### config.mk
export PLATFORM = sky130hd
export DESIGN_NAME = seg7_display_monitor_flat
export DESIGN_NICKNAME = d
export VERILOG_FILES = /design/src/rtl/seg7_display_monitor_if.sv /design/src/rtl/seg7_display_monitor.sv /design/src/flat_wrapper.sv
export SDC_FILE = /design/constraint.sdc
export NUM_CORES = 1
export LEC_CHECK = 0
export ABC_AREA = 1
export CAP_MARGIN = 0
export CORE_MARGIN = 2
export CORE_UTILIZATION = 50
export DETAILED_ROUTE_END_ITERATION = 16
export HOLD_SLACK_MARGIN = 0.08
export PLACE_DENSITY = 0.7
export SYNTH_ARGS = -nofsm -noshare
export SYNTH_HDL_FRONTEND = slang
export SYNTH_SLANG_ARGS = --single-unit
export TNS_END_PERCENT = 30
### constraint.sdc
create_clock -name clk -period 2.05 [get_ports clk]
set_input_delay 0.205 -clock clk [delete_from_list [all_inputs] [get_ports clk]]
set_output_delay 0.205 -clock clk [all_outputs]
set_load 0.005 [all_outputs]
### src/rtl/seg7_display_monitor_if.sv
// +--------------------------------------------------------------------------+
// | seg7_display_monitor_if : segment bus / digit select plus decoded result |
// | Revision : 1.0                                                           |
// +--------------------------------------------------------------------------+
`default_nettype none

interface seg7_display_monitor_if #(
  parameter int DW = 8
);
  logic [DW-1:0] seg_in;
  logic          c_in;
  logic [7:0]    value;
  logic          value_valid;
  logic          code_err;
  logic          stale;
  logic [1:0]    dp;

  modport master (
    output seg_in, c_in,
    input  value, value_valid, code_err, stale, dp
  );

  modport slave (
    input  seg_in, c_in,
    output value, value_valid, code_err, stale, dp
  );
endinterface

`default_nettype wire

### src/rtl/seg7_display_monitor.sv
// +--------------------------------------------------------------------------+
// | seg7_display_monitor : rebuilds the byte shown on a 2-digit muxed 7-seg   |
// | Optional macro SEG7_MONITOR_INPUT_SYNC_EN adds a 2-flop input synchronizer|
// | Revision : 1.0                                                           |
// +--------------------------------------------------------------------------+
`default_nettype none

module seg7_display_monitor #(
  parameter int DW      = 8,
  parameter int SETTLE  = 4,
  parameter int TIMEOUT = 1000000
) (
  input  logic                          clk,
  input  logic                          reset,
  seg7_display_monitor_if.slave         mon
);

  localparam int             C_TW      = $clog2(TIMEOUT + 1);
  localparam logic [7:0]     C_SETTLE  = 8'(SETTLE);
  localparam logic [C_TW-1:0] C_TIMEOUT = C_TW'(TIMEOUT);
  localparam logic [C_TW-1:0] C_TO_ONE  = C_TW'(1);

  typedef enum logic [1:0] {
    ST_WAIT_HI = 2'd0,
    ST_WAIT_LO = 2'd1,
    ST_EMIT    = 2'd2
  } state_t;

  state_t          r_state, w_next;
  logic [DW:0]     w_in;
  logic [DW:0]     r_samp;
  logic [7:0]      r_cnt;
  logic            r_phase_done;
  logic [C_TW-1:0] r_to_cnt;
  logic [3:0]      r_hi, r_lo;
  logic            r_hi_dp, r_lo_dp;
  logic [7:0]      r_value;
  logic [1:0]      r_dp;
  logic            r_valid, r_err;

  logic            w_edge, w_rise, w_settled;
  logic [3:0]      w_nib;
  logic            w_legal, w_blank;
  logic            w_cap_hi, w_cap_lo, w_err, w_consume;

`ifdef SEG7_MONITOR_INPUT_SYNC_EN
  logic [DW:0] r_sync1, r_sync2;

  always_ff @(posedge clk) begin
    if (reset) begin
      r_sync1 <= '0;
      r_sync2 <= '0;
    end else begin
      r_sync1 <= {mon.c_in, mon.seg_in};
      r_sync2 <= r_sync1;
    end
  end

  assign w_in = r_sync2;
`else
  assign w_in = {mon.c_in, mon.seg_in};
`endif

  assign w_edge    = w_in[DW] ^ r_samp[DW];
  assign w_rise    = w_in[DW] & ~r_samp[DW];
  // r_samp is the settled pattern once the counter saturates; a fresh phase is required per capture
  assign w_settled = (r_cnt == C_SETTLE) && !r_phase_done;

  always_comb begin
    w_nib   = 4'h0;
    w_legal = 1'b1;
    w_blank = 1'b0;
    case (r_samp[6:0])
      7'h3F: w_nib = 4'h0;
      7'h06: w_nib = 4'h1;
      7'h5B: w_nib = 4'h2;
      7'h4F: w_nib = 4'h3;
      7'h66: w_nib = 4'h4;
      7'h6D: w_nib = 4'h5;
      7'h7D: w_nib = 4'h6;
      7'h07: w_nib = 4'h7;
      7'h7F: w_nib = 4'h8;
      7'h6F: w_nib = 4'h9;
      7'h77: w_nib = 4'hA;
      7'h7C: w_nib = 4'hB;
      7'h39: w_nib = 4'hC;
      7'h5E: w_nib = 4'hD;
      7'h79: w_nib = 4'hE;
      7'h71: w_nib = 4'hF;
      7'h00: begin
        w_legal = 1'b0;
        w_blank = 1'b1;
      end
      default: w_legal = 1'b0;
    endcase
  end

  always_ff @(posedge clk) begin
    if (reset) r_state <= ST_WAIT_HI;
    else       r_state <= w_next;
  end

  always_comb begin
    w_next    = r_state;
    w_cap_hi  = 1'b0;
    w_cap_lo  = 1'b0;
    w_err     = 1'b0;
    w_consume = 1'b0;
    case (r_state)
      ST_WAIT_HI: begin
        if (w_settled && r_samp[DW]) begin
          w_consume = 1'b1;
          if (w_legal) begin
            w_cap_hi = 1'b1;
            w_next   = ST_WAIT_LO;
          end else if (!w_blank) begin
            w_err = 1'b1;
          end
        end
      end
      ST_WAIT_LO: begin
        // a new high phase before the low capture restarts the frame
        if (w_rise) begin
          w_next = ST_WAIT_HI;
        end else if (w_settled && !r_samp[DW]) begin
          w_consume = 1'b1;
          if (w_legal) begin
            w_cap_lo = 1'b1;
            w_next   = ST_EMIT;
          end else begin
            w_err  = !w_blank;
            w_next = ST_WAIT_HI;
          end
        end
      end
      ST_EMIT:  w_next = ST_WAIT_HI;
      default:  w_next = ST_WAIT_HI;
    endcase
  end

  always_ff @(posedge clk) begin
    if (reset) begin
      r_samp       <= '0;
      r_cnt        <= '0;
      r_phase_done <= 1'b0;
      r_to_cnt     <= '0;
    end else begin
      r_samp <= w_in;
      if (w_in != r_samp)        r_cnt <= '0;
      else if (r_cnt != C_SETTLE) r_cnt <= r_cnt + 8'd1;
      if (w_edge)         r_phase_done <= 1'b0;
      else if (w_consume) r_phase_done <= 1'b1;
      if (w_edge)                    r_to_cnt <= '0;
      else if (r_to_cnt != C_TIMEOUT) r_to_cnt <= r_to_cnt + C_TO_ONE;
    end
  end

  always_ff @(posedge clk) begin
    if (reset) begin
      r_hi    <= 4'h0;
      r_lo    <= 4'h0;
      r_hi_dp <= 1'b0;
      r_lo_dp <= 1'b0;
      r_value <= 8'h00;
      r_dp    <= 2'b00;
      r_valid <= 1'b0;
      r_err   <= 1'b0;
    end else begin
      r_valid <= (r_state == ST_EMIT);
      r_err   <= w_err;
      if (w_cap_hi) begin
        r_hi    <= w_nib;
        r_hi_dp <= r_samp[7];
      end
      if (w_cap_lo) begin
        r_lo    <= w_nib;
        r_lo_dp <= r_samp[7];
      end
      if (r_state == ST_EMIT) begin
        r_value <= {r_hi, r_lo};
        r_dp    <= {r_hi_dp, r_lo_dp};
      end
    end
  end

  assign mon.value       = r_value;
  assign mon.value_valid = r_valid;
  assign mon.code_err    = r_err;
  assign mon.stale       = (r_to_cnt == C_TIMEOUT);
  assign mon.dp          = r_dp;

endmodule

`default_nettype wire
### src/flat_wrapper.sv
// flat-port wrapper written by rule: the top's interface ports become plain ports
module seg7_display_monitor_flat 
#(
  parameter int DW      = 8,
  parameter int SETTLE  = 4,
  parameter int TIMEOUT = 1000000
)
  (clk, reset, mon_seg_in, mon_c_in, mon_value, mon_value_valid, mon_code_err, mon_stale, mon_dp);
  seg7_display_monitor_if #(.DW(DW)) mon_i ();
  input  logic clk;
  input  logic reset;
  input wire logic [$bits(mon_i.seg_in)-1:0] mon_seg_in;
  input wire logic [$bits(mon_i.c_in)-1:0] mon_c_in;
  output wire logic [$bits(mon_i.value)-1:0] mon_value;
  output wire logic [$bits(mon_i.value_valid)-1:0] mon_value_valid;
  output wire logic [$bits(mon_i.code_err)-1:0] mon_code_err;
  output wire logic [$bits(mon_i.stale)-1:0] mon_stale;
  output wire logic [$bits(mon_i.dp)-1:0] mon_dp;
  assign mon_i.seg_in = mon_seg_in;
  assign mon_i.c_in = mon_c_in;
  assign mon_value = mon_i.value;
  assign mon_value_valid = mon_i.value_valid;
  assign mon_code_err = mon_i.code_err;
  assign mon_stale = mon_i.stale;
  assign mon_dp = mon_i.dp;
  seg7_display_monitor #(.DW(DW), .SETTLE(SETTLE), .TIMEOUT(TIMEOUT)) u_core (.clk(clk), .reset(reset), .mon(mon_i));
endmodule
==> results.ini, run 1 <==
[pwr]
p_total_w = 0.002539
p_leak_nw = 1.497
power_density_nw_per_um2 = 719.2
vdd_drop_max_uv = 689.2

[setup_path]
critPathArrivalTime_ps = 1770
path_buf_inv = 2
cp_cell_sequence = nor4_2 -> nand4_1 -> inv_2 -> clkdlybuf4s50_1
critPathSlowestCell = clkdlybuf4s50_1
worst_setup_path_end_kind = output port
cpPeakStageDelay_ps = 500
crit_type = reg2out
cp_top_family = buffers and inverters
critPathLaunchType = flop
cp.required_ps = 1850
worst-path-max-fanout = 5

[placement]
portBuffers = 23
place_hpwl_um = 4336
place_inst = 518
gp_congestion = 0.8511
place_ws_ps = 1.740

[timing]
slew_violations = 0
finalSetupTns_ps = 0
finalCritPeriodShare_pct = 96.16
setup_violations = 0
hold_viol = 0
slew_headroom_pct = 64.87
worstMarginPinSlew_ps = 526.4
skew_ps = 7.267
max_clock_freq_mhz = 507.3
period_minus_slack_ps = 1971
rsz0062_at_grt = no
finalWorstSetupSlack_ps = 78.64

[run]
drv_cap = 0

[synth]
synth_seq_area_share_pct = 41.63
ys_ff_latch = 62
syn-instance-count = 423
syn_area_um2 = 2982
synth.top_cell.area_share_pct = 41.63
syn_avg_cell_area_um2 = 7.049
ys_types = 31
synth_area_leader_cell = dfxtp_1
yosys_warnings = 0
yosys-top-cells-area = dfxtp_1, nor2_1, nand2_1
syn_nets = 439

[clock_tree]
cts-hold-fix-buffers = 0
h-tree-depth = 3
cts_tree = yes
clock_sinks = 62
clkLatencyLatePin_ps = 340
ctsLongestPathBuffers = 2
cts-root-buf = clkbuf_8
clkTransAtPathRegs_ps = 70
cts_inserted_buffers = 9

[routing]
drtPass1Iterations = 5
drcViolationCount = 0
detail_route.wl_per_cell_um = 11.09
wirelength_um = 5933
drtIter0Drc = 127
vias = 2683
avgViaCountPerCell = 5.015
postRouteAntennaNets = 0

[global_routing]
grt_pass1_vias = 2430
grt_overflow = 0
track_usage_pct = 20.47
grt_pass1_wl_um = 10360
grt_antenna_before_repair = 0
grt_max_degree = 22

[cells_and_area]
n_antenna_cell = 0
nets = 471
final_cell_mix = nor2_1, nand2_1, inv_1
mostFrequentLayoutCell = nor2_1
drive_above_1_share_pct = 11.09
fin_cells = 535
syn_to_final_growth_pct = 18.42

[die]
die-area_um2 = 6597
die_w_um = 81.22
fp.dieH_um = 81.22
row_count = 28
start_util_pct = 50.96
ios = 24
core_area_um2 = 5851

[status]
status = completed

[min_path]
hp-class = in2reg

==> what timing repair did <==
action	4_1_cts	5_1_grt
setup endpoints to repair	1	1
buffers inserted	0	1
gates resized for setup	3	2
pin swaps	2	1
==> through the flow <==
stage	util, %	hold WS, ps	cell area [um^2]
final	60.35	445.8	3531
after global routing	60.35	460.6	3531
after CTS	60.22	431.4	3523
after detailed placement	56.31	453.4	3294
after global placement	56.31	437.0	3294
after floorplan	-	274.1	2982
==> power by group <==
part | leakage (nW) | total (W) | internal, W | switching (W)
Sequential | 0.502 | 0.00123 | 0.00122 | 0.0000162
Combinational | 0.889 | 0.000123 | 0.0000500 | 0.0000735
Clock | 0.106 | 0.00118 | 0.000688 | 0.000496
Total | 1.50 | 0.00254 | 0.00195 | 0.000585
==> flip-flops by register name (all words and copies together), names as in the netlist, 2 cells and up <==
signal / flops
u_core.r_samp: 9
u_core.mon.dp: 2
u_core.r_hi: 4
u_core.mon.value: 8
u_core.r_to_cnt: 20
u_core.r_cnt: 8
u_core.r_lo: 4
u_core.r_state: 2
==> final cells by class <==
class	count	area (um^2)
Tap cell	75	93.84
Clock inverter	7	97.59
Multi-Input combinational cell	287	1458
Inverter	68	255.2
Fill cell	516	2320
Sequential cell	62	1242
Timing Repair Buffer	27	260.3
Clock buffer	9	123.9
==> worst reg2reg max path, delay by kind of cell, from the launching register on <==
family | cells | cell delay [ps]
adder cells (fa/ha/maj) | 1 | 200
AND/OR/NAND/NOR | 6 | 1050
flip-flops | 1 | 380
AO/OA/AOI/OAI | 1 | 110
==> worst paths after layout <==
kind | startpoint | end | slack, ps | cells after the start
min | mon_seg_in[0] | u_core.r_samp[0] | 450 | 3
max | u_core.r_to_cnt[13] | mon_stale | 80 | 4
max reg2reg | u_core.r_to_cnt[0] | u_core.r_to_cnt[18] | 270 | 8
min reg2reg | u_core.r_lo_dp | u_core.mon.dp[0] | 460 | 2
==> cells in the mapped netlist <==
library cell	number
inv_1	65
a21oi_1	33
nor3b_1	1
nand3_4	1
nor2_1	70
xor2_1	9
nor3_2	1
or2_0	1
o22ai_1	3
nand3_2	2
nand3_1	22
buf_1	1
ha_1	5
nor4_1	3
nand4_1	11
buf_6	1
nor2_2	6
nor3_1	4
nand2_1	69
clkbuf_1	3
dfxtp_1	62
inv_2	3
a41oi_1	1
nand2_2	8
o21ai_0	27
nor2_4	5
nand3b_1	2
o31ai_1	1
xnor2_1	1
a31oi_1	1
clkbuf_4	1
==> layer usage <==
layer  share of wire (%)  track usage, %
met1                  49           26.53
met2                  47           32.73
met3                 2.6           3.556
met4                 1.8           10.51
met5                   0               0
==> logic make-up after synthesis <==
logic type                 synth area share, %
AOI/OAI and AO/OA                        11.46
xor gates and xnor gates                 2.938
DFF                                      41.63
and+or+nand+nor                          32.19
adders and majority gates                2.098
buffers and inverters                    9.693
No activity file was read; power rests on OpenSTA's default activity.
==> inputs of run 2 (changes only) <==
--- a/config.mk
+++ b/config.mk
@@ -12,6 +12,7 @@
 export DETAILED_ROUTE_END_ITERATION = 16
 export HOLD_SLACK_MARGIN = 0.08
 export PLACE_DENSITY = 0.7
+export SLEW_MARGIN = 0
 export SYNTH_ARGS = -nofsm -noshare
 export SYNTH_HDL_FRONTEND = slang
 export SYNTH_SLANG_ARGS = --single-unit
==> results of run 2 <==
Same layout as run 1: the final DEF is identical, and so are final timing and power.
==> inputs of run 3 (changes only) <==
==> constraint.sdc (replaced) <==
create_clock -name clk -period 1.9 [get_ports clk]
set_input_delay 0.19 -clock clk [delete_from_list [all_inputs] [get_ports clk]]
set_output_delay 0.19 -clock clk [all_outputs]
set_load 0.005 [all_outputs]
==> results.ini, run 3 (same netlist as run 1, synthesis figures left out) <==
[timing]
hold_viol = 0  ; unchanged
slew_headroom_pct = 61.08  ; -3.8 points
finalCritPeriodShare_pct = 93.73
rsz0062_at_grt = yes
max_clock_freq_mhz = 561.5
period_minus_slack_ps = 1781
timing.hold.ws_ps = 417.2  ; -28.60 ps
slew_violations = 0  ; unchanged
worstMarginPinSlew_ps = 583.1  ; +56.74 ps
setup_violations = 0  ; unchanged
skew_ps = 8.567  ; +1.300 ps
finalWorstSetupSlack_ps = 119.1  ; +40.47 ps

[routing]
drtIter0Drc = 151  ; +19%
drtPass1Iterations = 4  ; -1
vias = 2652  ; -1.2%
wirelength_um = 5972  ; +0.66%
postRouteAntennaNets = 0  ; unchanged
detail_route.wl_per_cell_um = 11.12  ; +0.28%
drcViolationCount = 0  ; unchanged
avgViaCountPerCell = 4.939  ; -1.5%

[min_path]
hp-class = in2reg
holdPathEnd = u_core.r_samp[2]
holdPathStages = 3  ; unchanged
hp-start = mon_seg_in[2]

[setup_path]
regToRegSetupSlack_ps = 120  ; -150 ps
r2r_start = u_core.r_samp[8]
cp_cell_sequence = inv_1 -> ha_1 -> inv_1 -> nor2_4 -> o21ai_0 -> nor4_1 -> nand4_1 -> buf_4 -> nor2_1
reg2reg_depth = 9  ; +1
worst-path-max-fanout = 5  ; unchanged
critPathArrivalTime_ps = 2060  ; +290 ps
critPathLaunchType = flop
crit_top_cell = inv_1
cp.required_ps = 2180  ; +330 ps
r2r_end = u_core.r_cnt[3]
crit_type = reg2reg
worst_setup_path_end_kind = flop
cpPeakStageDelay_ps = 400  ; -100 ps
critPathSlowestCell = nor4_1

[cells_and_area]
mostFrequentLayoutCell = nor2_1
final_cell_mix = nor2_1, nand2_1, inv_1
largest-register = u_core.r_to_cnt
fin_area_um2 = 3518  ; -0.35%
top_regs = u_core.r_to_cnt: 20 flops, u_core.r_samp: 9 flops
nets = 473  ; +0.42%
syn_to_final_growth_pct = 18.00
n_antenna_cell = 0  ; unchanged
largest_reg_flops = 20  ; unchanged
drive_above_1_share_pct = 11.04  ; -0.048 points

[pwr]
p_leak_nw = 1.501  ; +0.27%
power_density_nw_per_um2 = 750.5  ; +4.4%
vdd_drop_max_uv = 566.7  ; -18%

[placement]
place_ws_ps = -169.7  ; -171.5 ps
portBuffers = 23  ; unchanged
place_area_um2 = 3302  ; +0.23%
place_hpwl_um = 4328  ; -0.20%
gp_congestion = 0.8308  ; -2.4%

[run]
drv_cap = 0  ; unchanged

[clock_tree]
cts-hold-fix-buffers = 0  ; unchanged
h-tree-depth = 3  ; unchanged
cts_tree = yes
ctsLongestPathBuffers = 2  ; unchanged
clkLatencyLatePin_ps = 340  ; about the same
clock_sinks = 62  ; unchanged
clkTransAtPathRegs_ps = 70  ; about the same
cts-root-buf = clkbuf_8
cts_inserted_buffers = 9  ; unchanged

[global_routing]
grt_pass1_vias = 2414  ; -0.66%
grt_max_degree = 22  ; unchanged
grt_overflow = 0  ; unchanged
track_usage_pct = 20.27  ; -0.20 points
grt_pass1_wl_um = 10380  ; +0.20%
grt_antenna_before_repair = 0  ; unchanged

[status]
status = completed

[die]
die-area_um2 = 6597  ; unchanged
die_w_um = 81.22  ; unchanged
row_count = 28  ; unchanged
ios = 24  ; unchanged
start_util_pct = 50.96  ; unchanged
fp.dieH_um = 81.22  ; unchanged
core_area_um2 = 5851  ; unchanged

[run 3: layout make-up]
class                           count  area [um^2]
Sequential cell                    62         1244
Multi-Input combinational cell    287         1451
Clock buffer                       11        141.4
Inverter                           68        255.2
Clock inverter                      5        58.81
Tap cell                           75        93.84
Timing Repair Buffer               29        274.0
Fill cell                         526         2332
[run 3: worst max path at each step]
stage	cells after the start	from	end	slack (ps)
final	9	u_core.r_samp[8]	u_core.r_cnt[3]	120
after global routing	8	u_core.r_to_cnt[1]	u_core.r_to_cnt[18]	-70
after CTS	8	u_core.r_samp[8]	u_core.r_cnt[3]	90
after detailed placement	8	mon_c_in	u_core.r_cnt[3]	-170
after global placement	8	mon_c_in	u_core.r_cnt[5]	-30
after floorplan	8	u_core.r_samp[8]	u_core.r_cnt[3]	300
[run 3: power by group]
group	leakage (nW)	switching [W]	internal (W)
Sequential	0.503	0.0000170	0.00131
Combinational	0.903	0.0000791	0.0000541
Clock	0.0955	0.000536	0.000642
[run 3: per-layer routing]
layer,part of all wire [%],wire (um),track usage (%)
met5,0,0,0
met4,0.72,43,7.458
met3,4.2,250,5.333
met2,47,2784,31.98
met1,48,2894,26.70
[run 3: timing repair]
action | CTS | global route
pin swaps | 2 | 1
setup endpoints to repair | 1 | 6
gates resized for setup | 5 | 0
buffers inserted | 1 | 1
[run 3: critical path: cells and delay by family (launching register included)]
family,cells,cell delay (ps)
AND/OR/NAND/NOR,4,700
flip-flops,1,360
buffers and inverters,3,300
adder cells (fa/ha/maj),1,270
AO/OA/AOI/OAI,1,80
[run 3: stage by stage]
step / TNS, ps / power [W] / cells / utilization, %
floorplan: 0 / 0.001441 / 423 / -
global placement: -135.3 / 0.001491 / 519 / 56.44
detailed placement: -930.9 / 0.001491 / 519 / 56.44
CTS: 0 / 0.002655 / 536 / 60.01
global route: -77.79 / 0.002742 / 537 / 60.14
finish: 0 / 0.002641 / 537 / 60.14
